===== config.mk =====
export PLATFORM = sky130hd
export DESIGN_NAME = fetch
export DESIGN_NICKNAME = d
export VERILOG_FILES = /design/src/rtl/fetch_pkg.sv /design/src/rtl/fetch_buf.sv /design/src/rtl/fetch.sv
export SDC_FILE = /design/constraint.sdc
export NUM_CORES = 1
export LEC_CHECK = 0
export CORE_UTILIZATION = 26
export CTS_BUF_LIST = sky130_fd_sc_hd__clkbuf_4
export CTS_CLUSTER_DIAMETER = 100
export DETAILED_ROUTE_END_ITERATION = 8
export DONT_BUFFER_PORTS = 1
export HOLD_SLACK_MARGIN = 0.03
export PLACE_DENSITY_LB_ADDON = 0.15
export SETUP_SLACK_MARGIN = 0.3
export SYNTH_ARGS = -nofsm -noshare
export SYNTH_HDL_FRONTEND = slang
export SYNTH_SLANG_ARGS = --single-unit
export TNS_END_PERCENT = 1

===== constraint.sdc =====
create_clock -name clk -period 3.38 [get_ports clk]
set_input_delay 0.507 -clock clk [delete_from_list [all_inputs] [get_ports clk]]
set_output_delay 0.507 -clock clk [all_outputs]
set_load 0.05 [all_outputs]

===== src/rtl/fetch_pkg.sv =====
// -----------------------------------------------------------------------------
// fetch_pkg : shared definitions for the Beta instruction fetch stage.
//   - PCSEL_* next-PC select encodings driven by decode/control
//   - default reset / illegal-op / exception vectors
//   - INST_NOP, the bubble presented to decode when no instruction is valid
//   - fetch_state_e, the single-outstanding fetch FSM states
//   - fetch_buf_entry_t, one {pc_plus_four, inst} slot of the optional buffer
//   - pc_inc(), PC increment that never carries into the supervisor bit
// -----------------------------------------------------------------------------
package fetch_pkg;

  localparam logic [2:0] PCSEL_INC   = 3'd0;
  localparam logic [2:0] PCSEL_BR    = 3'd1;
  localparam logic [2:0] PCSEL_JMP   = 3'd2;
  localparam logic [2:0] PCSEL_ILLOP = 3'd3;
  localparam logic [2:0] PCSEL_XADR  = 3'd4;

  localparam logic [31:0] DEF_RESET_VEC = 32'h8000_0000;
  localparam logic [31:0] DEF_ILLOP_VEC = 32'h8000_0004;
  localparam logic [31:0] DEF_XADR_VEC  = 32'h8000_0008;

  // ADD(R31, R31, R31): writes the constant-zero register, i.e. no effect.
  localparam logic [31:0] INST_NOP = 32'h83FF_F800;

  typedef enum logic [1:0] {
    S_REQ,
    S_WAIT,
    S_HOLD
  } fetch_state_e;

  typedef struct packed {
    logic [31:0] ppf;
    logic [31:0] inst;
  } fetch_buf_entry_t;

  // Bit 31 is the supervisor bit: the low 31 bits wrap without touching it.
  function automatic logic [31:0] pc_inc(input logic [31:0] pc);
    return {pc[31], pc[30:0] + 31'd4};
  endfunction

endpackage


===== src/rtl/fetch_buf.sv =====
// -----------------------------------------------------------------------------
// fetch_buf : 2-deep FIFO of fetched {pc_plus_four, inst} entries with flush.
// Only present when FETCH_BUF_EN is defined (it is instantiated by fetch only
// in that configuration).
//
// Ports:
//   clk          in   clock
//   rst_n        in   asynchronous active-low reset
//   flush_i      in   discard all entries (wins over push/pop)
//   push_i       in   write push_data_i at the tail
//   push_data_i  in   entry to write
//   pop_i        in   drop the head entry
//   head_o       out  oldest entry (valid when count_o != 0)
//   count_o      out  number of stored entries (0..2)
//
// The caller never pushes into a full buffer or pops an empty one.
// -----------------------------------------------------------------------------
`ifdef FETCH_BUF_EN
module fetch_buf
  import fetch_pkg::*;
(
  input  logic             clk,
  input  logic             rst_n,
  input  logic             flush_i,
  input  logic             push_i,
  input  fetch_buf_entry_t push_data_i,
  input  logic             pop_i,
  output fetch_buf_entry_t head_o,
  output logic [1:0]       count_o
);

  fetch_buf_entry_t mem_q [2];
  logic             wr_ptr_q;
  logic             rd_ptr_q;
  logic [1:0]       count_q;

  for (genvar gi = 0; gi < 2; gi++) begin : g_slot
    always_ff @(posedge clk or negedge rst_n) begin
      if (!rst_n) begin
        mem_q[gi] <= '0;
      end else if (push_i && !flush_i && (wr_ptr_q == 1'(gi))) begin
        mem_q[gi] <= push_data_i;
      end
    end
  end

  always_ff @(posedge clk or negedge rst_n) begin
    if (!rst_n) begin
      wr_ptr_q <= 1'b0;
      rd_ptr_q <= 1'b0;
      count_q  <= 2'd0;
    end else if (flush_i) begin
      wr_ptr_q <= 1'b0;
      rd_ptr_q <= 1'b0;
      count_q  <= 2'd0;
    end else begin
      if (push_i) wr_ptr_q <= ~wr_ptr_q;
      if (pop_i)  rd_ptr_q <= ~rd_ptr_q;
      count_q <= count_q + {1'b0, push_i} - {1'b0, pop_i};
    end
  end

  assign head_o  = mem_q[rd_ptr_q];
  assign count_o = count_q;

endmodule
`endif


===== src/rtl/fetch.sv =====
// -----------------------------------------------------------------------------
// fetch : instruction fetch stage of the Beta pipeline. Owns the PC, issues
// instruction-memory requests, applies redirects from decode/control and
// presents one instruction plus its PC+4 to decode.
//
// Configuration macro: FETCH_BUF_EN
//   undefined : single outstanding request, S_REQ/S_WAIT/S_HOLD FSM.
//   defined   : up to 2 outstanding requests feeding a 2-entry fetch_buf.
//
// Ports:
//   clk, rst_n          clock, asynchronous active-low reset
//   pc_sel[2:0]         next-PC select (PCSEL_*), sampled every cycle
//   branch_addr[31:0]   branch target
//   jump_addr[31:0]     jump target
//   stall               decode cannot accept a new instruction
//   imem_req/imem_addr  request valid / word-aligned request address
//   imem_gnt            request accepted this cycle
//   imem_rvalid/rdata   in-order response, latency >= 1 after grant
//   inst/pc_plus_four   instruction to decode and its PC+4
//   inst_valid          inst holds a real instruction
// -----------------------------------------------------------------------------
module fetch
  import fetch_pkg::*;
#(
  parameter logic [31:0] RESET_VEC = DEF_RESET_VEC,
  parameter logic [31:0] ILLOP_VEC = DEF_ILLOP_VEC,
  parameter logic [31:0] XADR_VEC  = DEF_XADR_VEC
) (
  input  logic        clk,
  input  logic        rst_n,
  input  logic [2:0]  pc_sel,
  input  logic [31:0] branch_addr,
  input  logic [31:0] jump_addr,
  input  logic        stall,
  output logic        imem_req,
  output logic [31:0] imem_addr,
  input  logic        imem_gnt,
  input  logic        imem_rvalid,
  input  logic [31:0] imem_rdata,
  output logic [31:0] inst,
  output logic [31:0] pc_plus_four,
  output logic        inst_valid
);

  logic [31:0] pc_q, pc_d;
  logic [31:0] inst_q, inst_d;
  logic [31:0] ppf_q, ppf_d;
  logic        valid_q, valid_d;

  logic        redirect;
  logic [31:0] next_pc;

  // Mode-specific logic offers an instruction to the output registers here.
  logic        load_en;
  logic [31:0] load_inst;
  logic [31:0] load_ppf;

  // Target alignment bits are forced to zero, so they are never read.
  logic unused_addr_bits;
  assign unused_addr_bits = ^{branch_addr[1:0], jump_addr[1:0]};

  // ---------------------------------------------------------------------------
  // Redirect target. A jump keeps supervisor mode only if the instruction in
  // decode already runs in supervisor mode, so jumps can never enter it.
  // Unused pc_sel encodings behave as increment.
  // ---------------------------------------------------------------------------
  always_comb begin
    redirect = 1'b1;
    next_pc  = pc_q;
    case (pc_sel)
      PCSEL_BR:    next_pc = {branch_addr[31:2], 2'b00};
      PCSEL_JMP:   next_pc = {ppf_q[31] & jump_addr[31], jump_addr[30:2], 2'b00};
      PCSEL_ILLOP: next_pc = ILLOP_VEC;
      PCSEL_XADR:  next_pc = XADR_VEC;
      default:     redirect = 1'b0;
    endcase
  end

  assign imem_addr = pc_q;

`ifdef FETCH_BUF_EN
  // ---------------------------------------------------------------------------
  // Buffered fetch: requests run ahead of decode until buffered entries plus
  // outstanding requests reach 2. A redirect flushes the buffer and turns every
  // outstanding request into one to be discarded on return.
  // ---------------------------------------------------------------------------
  fetch_buf_entry_t buf_head;
  fetch_buf_entry_t push_entry;
  logic [1:0]       buf_count;
  logic [1:0]       out_cnt_q, out_cnt_d;
  logic [1:0]       drop_cnt_q, drop_cnt_d;
  logic [31:0]      resp_pc_q, resp_pc_d;
  logic [2:0]       inflight;
  logic             granted;
  logic             push;

  assign inflight   = {1'b0, buf_count} + {1'b0, out_cnt_q};
  assign imem_req   = rst_n & (drop_cnt_q == 2'd0) & (inflight < 3'd2);
  assign granted    = imem_req & imem_gnt;
  // Responses return in order, so the next live one belongs to resp_pc_q.
  assign push       = imem_rvalid & (drop_cnt_q == 2'd0) & ~redirect;
  assign push_entry = '{ppf: pc_inc(resp_pc_q), inst: imem_rdata};

  always_comb begin
    out_cnt_d = out_cnt_q + {1'b0, granted} - {1'b0, imem_rvalid};
    pc_d      = pc_q;
    if (redirect)     pc_d = next_pc;
    else if (granted) pc_d = pc_inc(pc_q);

    if (redirect) begin
      drop_cnt_d = out_cnt_d;
      resp_pc_d  = next_pc;
    end else begin
      drop_cnt_d = drop_cnt_q - {1'b0, imem_rvalid & (drop_cnt_q != 2'd0)};
      resp_pc_d  = push ? pc_inc(resp_pc_q) : resp_pc_q;
    end

    load_en   = (buf_count != 2'd0) & (~valid_q | ~stall) & ~redirect;
    load_inst = buf_head.inst;
    load_ppf  = buf_head.ppf;
  end

  fetch_buf u_fetch_buf (
    .clk         (clk),
    .rst_n       (rst_n),
    .flush_i     (redirect),
    .push_i      (push),
    .push_data_i (push_entry),
    .pop_i       (load_en),
    .head_o      (buf_head),
    .count_o     (buf_count)
  );

  always_ff @(posedge clk or negedge rst_n) begin
    if (!rst_n) begin
      out_cnt_q  <= 2'd0;
      drop_cnt_q <= 2'd0;
      resp_pc_q  <= RESET_VEC;
    end else begin
      out_cnt_q  <= out_cnt_d;
      drop_cnt_q <= drop_cnt_d;
      resp_pc_q  <= resp_pc_d;
    end
  end
`else
  // ---------------------------------------------------------------------------
  // Single-outstanding fetch FSM.
  // ---------------------------------------------------------------------------
  fetch_state_e state_q, state_d;
  logic [31:0]  fetch_pc_q, fetch_pc_d;
  logic [31:0]  hold_inst_q, hold_inst_d;
  logic [31:0]  hold_ppf_q, hold_ppf_d;
  logic         drop_q, drop_d;

  // Gated by rst_n so no request is visible while reset is asserted.
  assign imem_req = rst_n & (state_q == S_REQ);

  always_comb begin
    state_d     = state_q;
    pc_d        = pc_q;
    fetch_pc_d  = fetch_pc_q;
    hold_inst_d = hold_inst_q;
    hold_ppf_d  = hold_ppf_q;
    drop_d      = drop_q;
    load_en     = 1'b0;
    load_inst   = imem_rdata;
    load_ppf    = pc_inc(fetch_pc_q);

    case (state_q)
      S_REQ: begin
        if (imem_gnt) begin
          // A redirect in the grant cycle makes the granted fetch stale.
          fetch_pc_d = pc_q;
          pc_d       = redirect ? next_pc : pc_inc(pc_q);
          drop_d     = redirect;
          state_d    = S_WAIT;
        end else if (redirect) begin
          pc_d = next_pc;
        end
      end

      S_WAIT: begin
        if (redirect) begin
          // If the stale response is arriving now it is simply discarded;
          // otherwise remember to discard it when it does arrive.
          pc_d = next_pc;
          if (imem_rvalid) begin
            drop_d  = 1'b0;
            state_d = S_REQ;
          end else begin
            drop_d  = 1'b1;
          end
        end else if (imem_rvalid) begin
          state_d = S_REQ;
          if (drop_q) begin
            drop_d = 1'b0;
          end else if (!valid_q || !stall) begin
            load_en = 1'b1;
          end else begin
            hold_inst_d = imem_rdata;
            hold_ppf_d  = pc_inc(fetch_pc_q);
            state_d     = S_HOLD;
          end
        end
      end

      S_HOLD: begin
        if (redirect) begin
          pc_d    = next_pc;
          state_d = S_REQ;
        end else if (!stall) begin
          load_en   = 1'b1;
          load_inst = hold_inst_q;
          load_ppf  = hold_ppf_q;
          state_d   = S_REQ;
        end
      end

      default: state_d = S_REQ;
    endcase
  end

  always_ff @(posedge clk or negedge rst_n) begin
    if (!rst_n) begin
      state_q     <= S_REQ;
      fetch_pc_q  <= RESET_VEC;
      hold_inst_q <= INST_NOP;
      hold_ppf_q  <= RESET_VEC + 32'd4;
      drop_q      <= 1'b0;
    end else begin
      state_q     <= state_d;
      fetch_pc_q  <= fetch_pc_d;
      hold_inst_q <= hold_inst_d;
      hold_ppf_q  <= hold_ppf_d;
      drop_q      <= drop_d;
    end
  end
`endif

  // ---------------------------------------------------------------------------
  // Output registers. A redirect squashes whatever decode holds; otherwise an
  // unstalled decode consumes its instruction and sees a bubble unless a new
  // one loads in the same cycle.
  // ---------------------------------------------------------------------------
  always_comb begin
    inst_d  = inst_q;
    ppf_d   = ppf_q;
    valid_d = valid_q;
    if (redirect) begin
      inst_d  = INST_NOP;
      valid_d = 1'b0;
    end else if (load_en) begin
      inst_d  = load_inst;
      ppf_d   = load_ppf;
      valid_d = 1'b1;
    end else if (!stall) begin
      inst_d  = INST_NOP;
      valid_d = 1'b0;
    end
  end

  always_ff @(posedge clk or negedge rst_n) begin
    if (!rst_n) begin
      pc_q    <= RESET_VEC;
      inst_q  <= INST_NOP;
      ppf_q   <= RESET_VEC + 32'd4;
      valid_q <= 1'b0;
    end else begin
      pc_q    <= pc_d;
      inst_q  <= inst_d;
      ppf_q   <= ppf_d;
      valid_q <= valid_d;
    end
  end

  assign inst         = inst_q;
  assign pc_plus_four = ppf_q;
  assign inst_valid   = valid_q;

endmodule


==> summary.txt <==
GRT
  • Via count of the first global-routing pass: 7264
  • GR Util All Layers: 15.01%
  • Gr ovfl total: 0
  • Initial antenna violation count: 1
  • First-pass GRT wire length: 44.44 mm
  • Largest net degree at the start of global routing: 198

Final layout
  • P&R area growth vs syn: 11.95%
  • Register Area: 4952 um^2
  • Fin nets: 1097
  • Fillcell total: 3945
  • Share of layout cells above drive strength 1: 18.90%
  • Area occupied by multi-input gates: 4617 um^2

Synthesis
  • Post-synthesis sequential area ratio: 49.94%
  • Top FF cell, synth: dfrtp_1
  • Asr flop ratio synth: 100.0%
  • Post-synth EDFFs: 0
  • Cells after Synth: 971
  • Syn Area/Cell: 10.21 um^2
  • Synth warn: 0
  • Yosys reg bits: 196
  • Synth unique cells: 69
  • Syn Std Cell Area: 9917 um^2
  • Net Count, Synth: 1081

Outcome
  • Failing checks: negative hold slack
  • Status: finished, violations left

Die
  • Initial Util: 26.39%
  • Die area: 38930 um^2
  • Boundary Pins: 202
  • Core area: 37580 um^2
  • Die X: 197.3 um
  • Die Height: 197.3 um
  • Num rows: 71

Critical path
  • Crit. End Element: flop
  • Critical path launch point: state_q[0]
  • Reg2reg path depth: 7
  • Crit Reg-Reg Startpoint: state_q[0]
  • Setup Crit Path Kind: reg2reg
  • Crit-path max FO: 8
  • CP startpoint kind: flop
  • Reg2Reg Setup Slack: 0.81 ns
  • WP data required: 3.95 ns
  • CP arrival: 3.14 ns

STA
  • WHS: -0.4367 ns
  • Worst-margin pin slew: 0.8359 ns
  • Final setup violation count: 0
  • Post-layout min period: 2.570 ns
  • Fin Setup TNS: 0 ns
  • Fmax: 389.2 MHz
  • Final hold violation count: 196
  • Slew Viols, Final: 0
  • Post-route clock period utilization: 76.03%
  • Clk_skew: 0.03209 ns
  • RSZ-0062 raised after global routing: false
  • Relative slew margins: 44.16%

Power
  • Pwr/cell area: 568.6 nW/um^2
  • Combinational Power Share: 18.5%
  • Switch Pwr: 2.649 mW
  • VDD IR max: 0.2351 mV
  • Leakage: 4.763 nW
  • Sequential Power Share: 60.2%
  • Total power: 6.313 mW
  • Power share of the clock group: 21.3%
  • Cell-internal power: 3.664 mW
  • Net Sw Frac: 41.96%

Clock tree
  • Worst skew pair latency: 0.62 ns
  • CTS tree: yes
  • Htree depth: 4
  • Post-CTS setup buffers: 0
  • # hold bufs at CTS: 36
  • CTS buffer count: 17
  • TritonCTS Sinks: 196
  • Clock Pin Slew Worst Setup and Hold Paths: 0.18 ns
  • Max Root-Sink Buffers: 2
  • Resize count post-CTS: 0
  • Root buffer cell: clkbuf_4

Detailed routing
  • DRT Wirelength: 28.68 mm
  • DRT Pass-1 Iters: 4
  • DRC: 0
  • Drt initial violations: 374
  • Post-DRT Antenna Nets: 0
  • Vias per cell: 4.863
  • DR vias: 7353
  • Wire length per cell: 18.97 um

Worst hold path
  • Hold WC Path Type: in2async

Place
  • Port bufs: 0
  • Post-DP HPWL: 19.42 mm
  • GP Congestion: 0.7384

Job
  • Max cap viols: 0
synthesized netlist by cell type, drive strengths merged (2+ instances only):
master | n | area (um^2)
mux2i | 22 | 220.2
nand2b | 5 | 31.28
nand3 | 24 | 135.1
o311ai | 3 | 33.79
or2 | 5 | 31.28
clkbuf | 29 | 110.1
or3 | 5 | 31.28
dfrtp | 158 | 3954
nor2b | 9 | 56.30
nor3 | 12 | 75.07
o221ai | 3 | 26.28
xnor2 | 7 | 61.31
nand4 | 14 | 108.9
buf | 33 | 207.7
o32a | 6 | 60.06
a31oi | 30 | 187.7
dfstp | 38 | 998.5
inv | 18 | 67.56
nor2 | 83 | 326.6
nor4 | 8 | 86.33
ha | 6 | 75.07
nand3b | 3 | 26.27
xor2 | 20 | 175.2
and3 | 8 | 50.05
o21a | 6 | 46.30
a22oi | 35 | 262.8
o22ai | 9 | 56.30
mux2 | 69 | 930.9
o22a | 5 | 43.79
o21ai | 103 | 515.5
and2 | 3 | 18.77
nand2 | 133 | 504.2
o221a | 2 | 22.52
a21oi | 30 | 150.1
a41oi | 3 | 26.28
o211ai | 5 | 37.54
and4 | 7 | 62.56
kinds of logic after synthesis:
kind of cell | Yosys count | share of synthesized area, %
xor+xnor | 27 | 2.385
fa+ha+maj | 6 | 0.7570
simple gates | 321 | 15.73
compound gates | 250 | 15.70
flops | 196 | 49.94
buf+inv | 80 | 3.886
mux | 91 | 11.61
path summary, 6_finish.rpt:
check                           endpoint
setup reg to reg           imem_addr[30]
min in group clk            imem_addr[4]
hold / removal                   inst[1]
hold reg to reg            hold_ppf_q[2]
setup / recovery           imem_addr[30]
max in group asynchronous  imem_addr[31]
power by group through the flow:
stage / sequential (mW) / clock (mW) / combinational, mW
after floorplan: 3.67 / 0 / 0.891
after global placement: 3.85 / 0 / 1.13
after detailed placement: 3.86 / 0 / 1.13
after CTS: 3.81 / 1.42 / 1.18
after global routing: 3.87 / 1.52 / 1.32
final: 3.80 / 1.34 / 1.17
layout by cell type (no fill, tap or decap), types with 25 or more instances in the layout:
cell type,instances
dlygate4sd3_1,37
a31oi_1,30
a22oi_1,35
mux2_2,25
a21oi_1,30
o21ai_0,52
o21ai_1,51
nor2_1,81
dfstp_2,38
mux2_4,41
nand2_1,131
dfrtp_1,158
metrics by stage:
| step | cells | setup WS, ns | cell area [um^2] | util (%) |
|---|---|---|---|---|
| 2_1_floorplan | 971 | 1.257 | 9917 | - |
| 3_3_place_gp | 1442 | 0.8585 | 10440 | 27.79 |
| 3_5_place_dp | 1442 | 0.8469 | 10440 | 27.79 |
| 4_1_cts | 1510 | 0.8011 | 11090 | 29.51 |
| 5_1_grt | 1512 | 0.5891 | 11100 | 29.54 |
| 6_report | 1512 | 0.8103 | 11100 | 29.54 |
worst max-delay path, cell delays in order (launching register included):
cell      delay (ns)
dfrtp_1         0.44
inv_1           0.08
ha_1            0.44
nand3b_2        0.40
nor4_4          0.44
nand3_2         0.16
or4_1           0.48
nand3_1         0.09
final cells by class:
cell class	count	share of cell area, %
Timing Repair Buffer	59	4.824
Clock inverter	15	1.443
Tap cell	511	5.759
Inverter	18	0.6086
Clock buffer	17	1.150
Multi-Input combinational cell	695	41.59
Antenna cell	1	0.02254
Sequential cell	196	44.61
sequential cells by signal, summed over array words and instances (netlist names):
register and flops:
hold_ppf_q 32, inst_valid 1, drop_q 1, fetch_pc_q 32, pc_plus_four 32, inst 32
imem_addr 32, hold_inst_q 32, state_q 2
layer usage:
layer | wire length, um | GRT usage (%) | up-vias
met1 | 14240 | 21.53 | 3594
li1 | - | - | 3538
met4 | 316 | 3.675 | 0
met5 | 0 | 0 | -
met2 | 12420 | 22.20 | 206
met3 | 1704 | 4.029 | 15
Note: power is estimated with default switching activity, not from simulation.
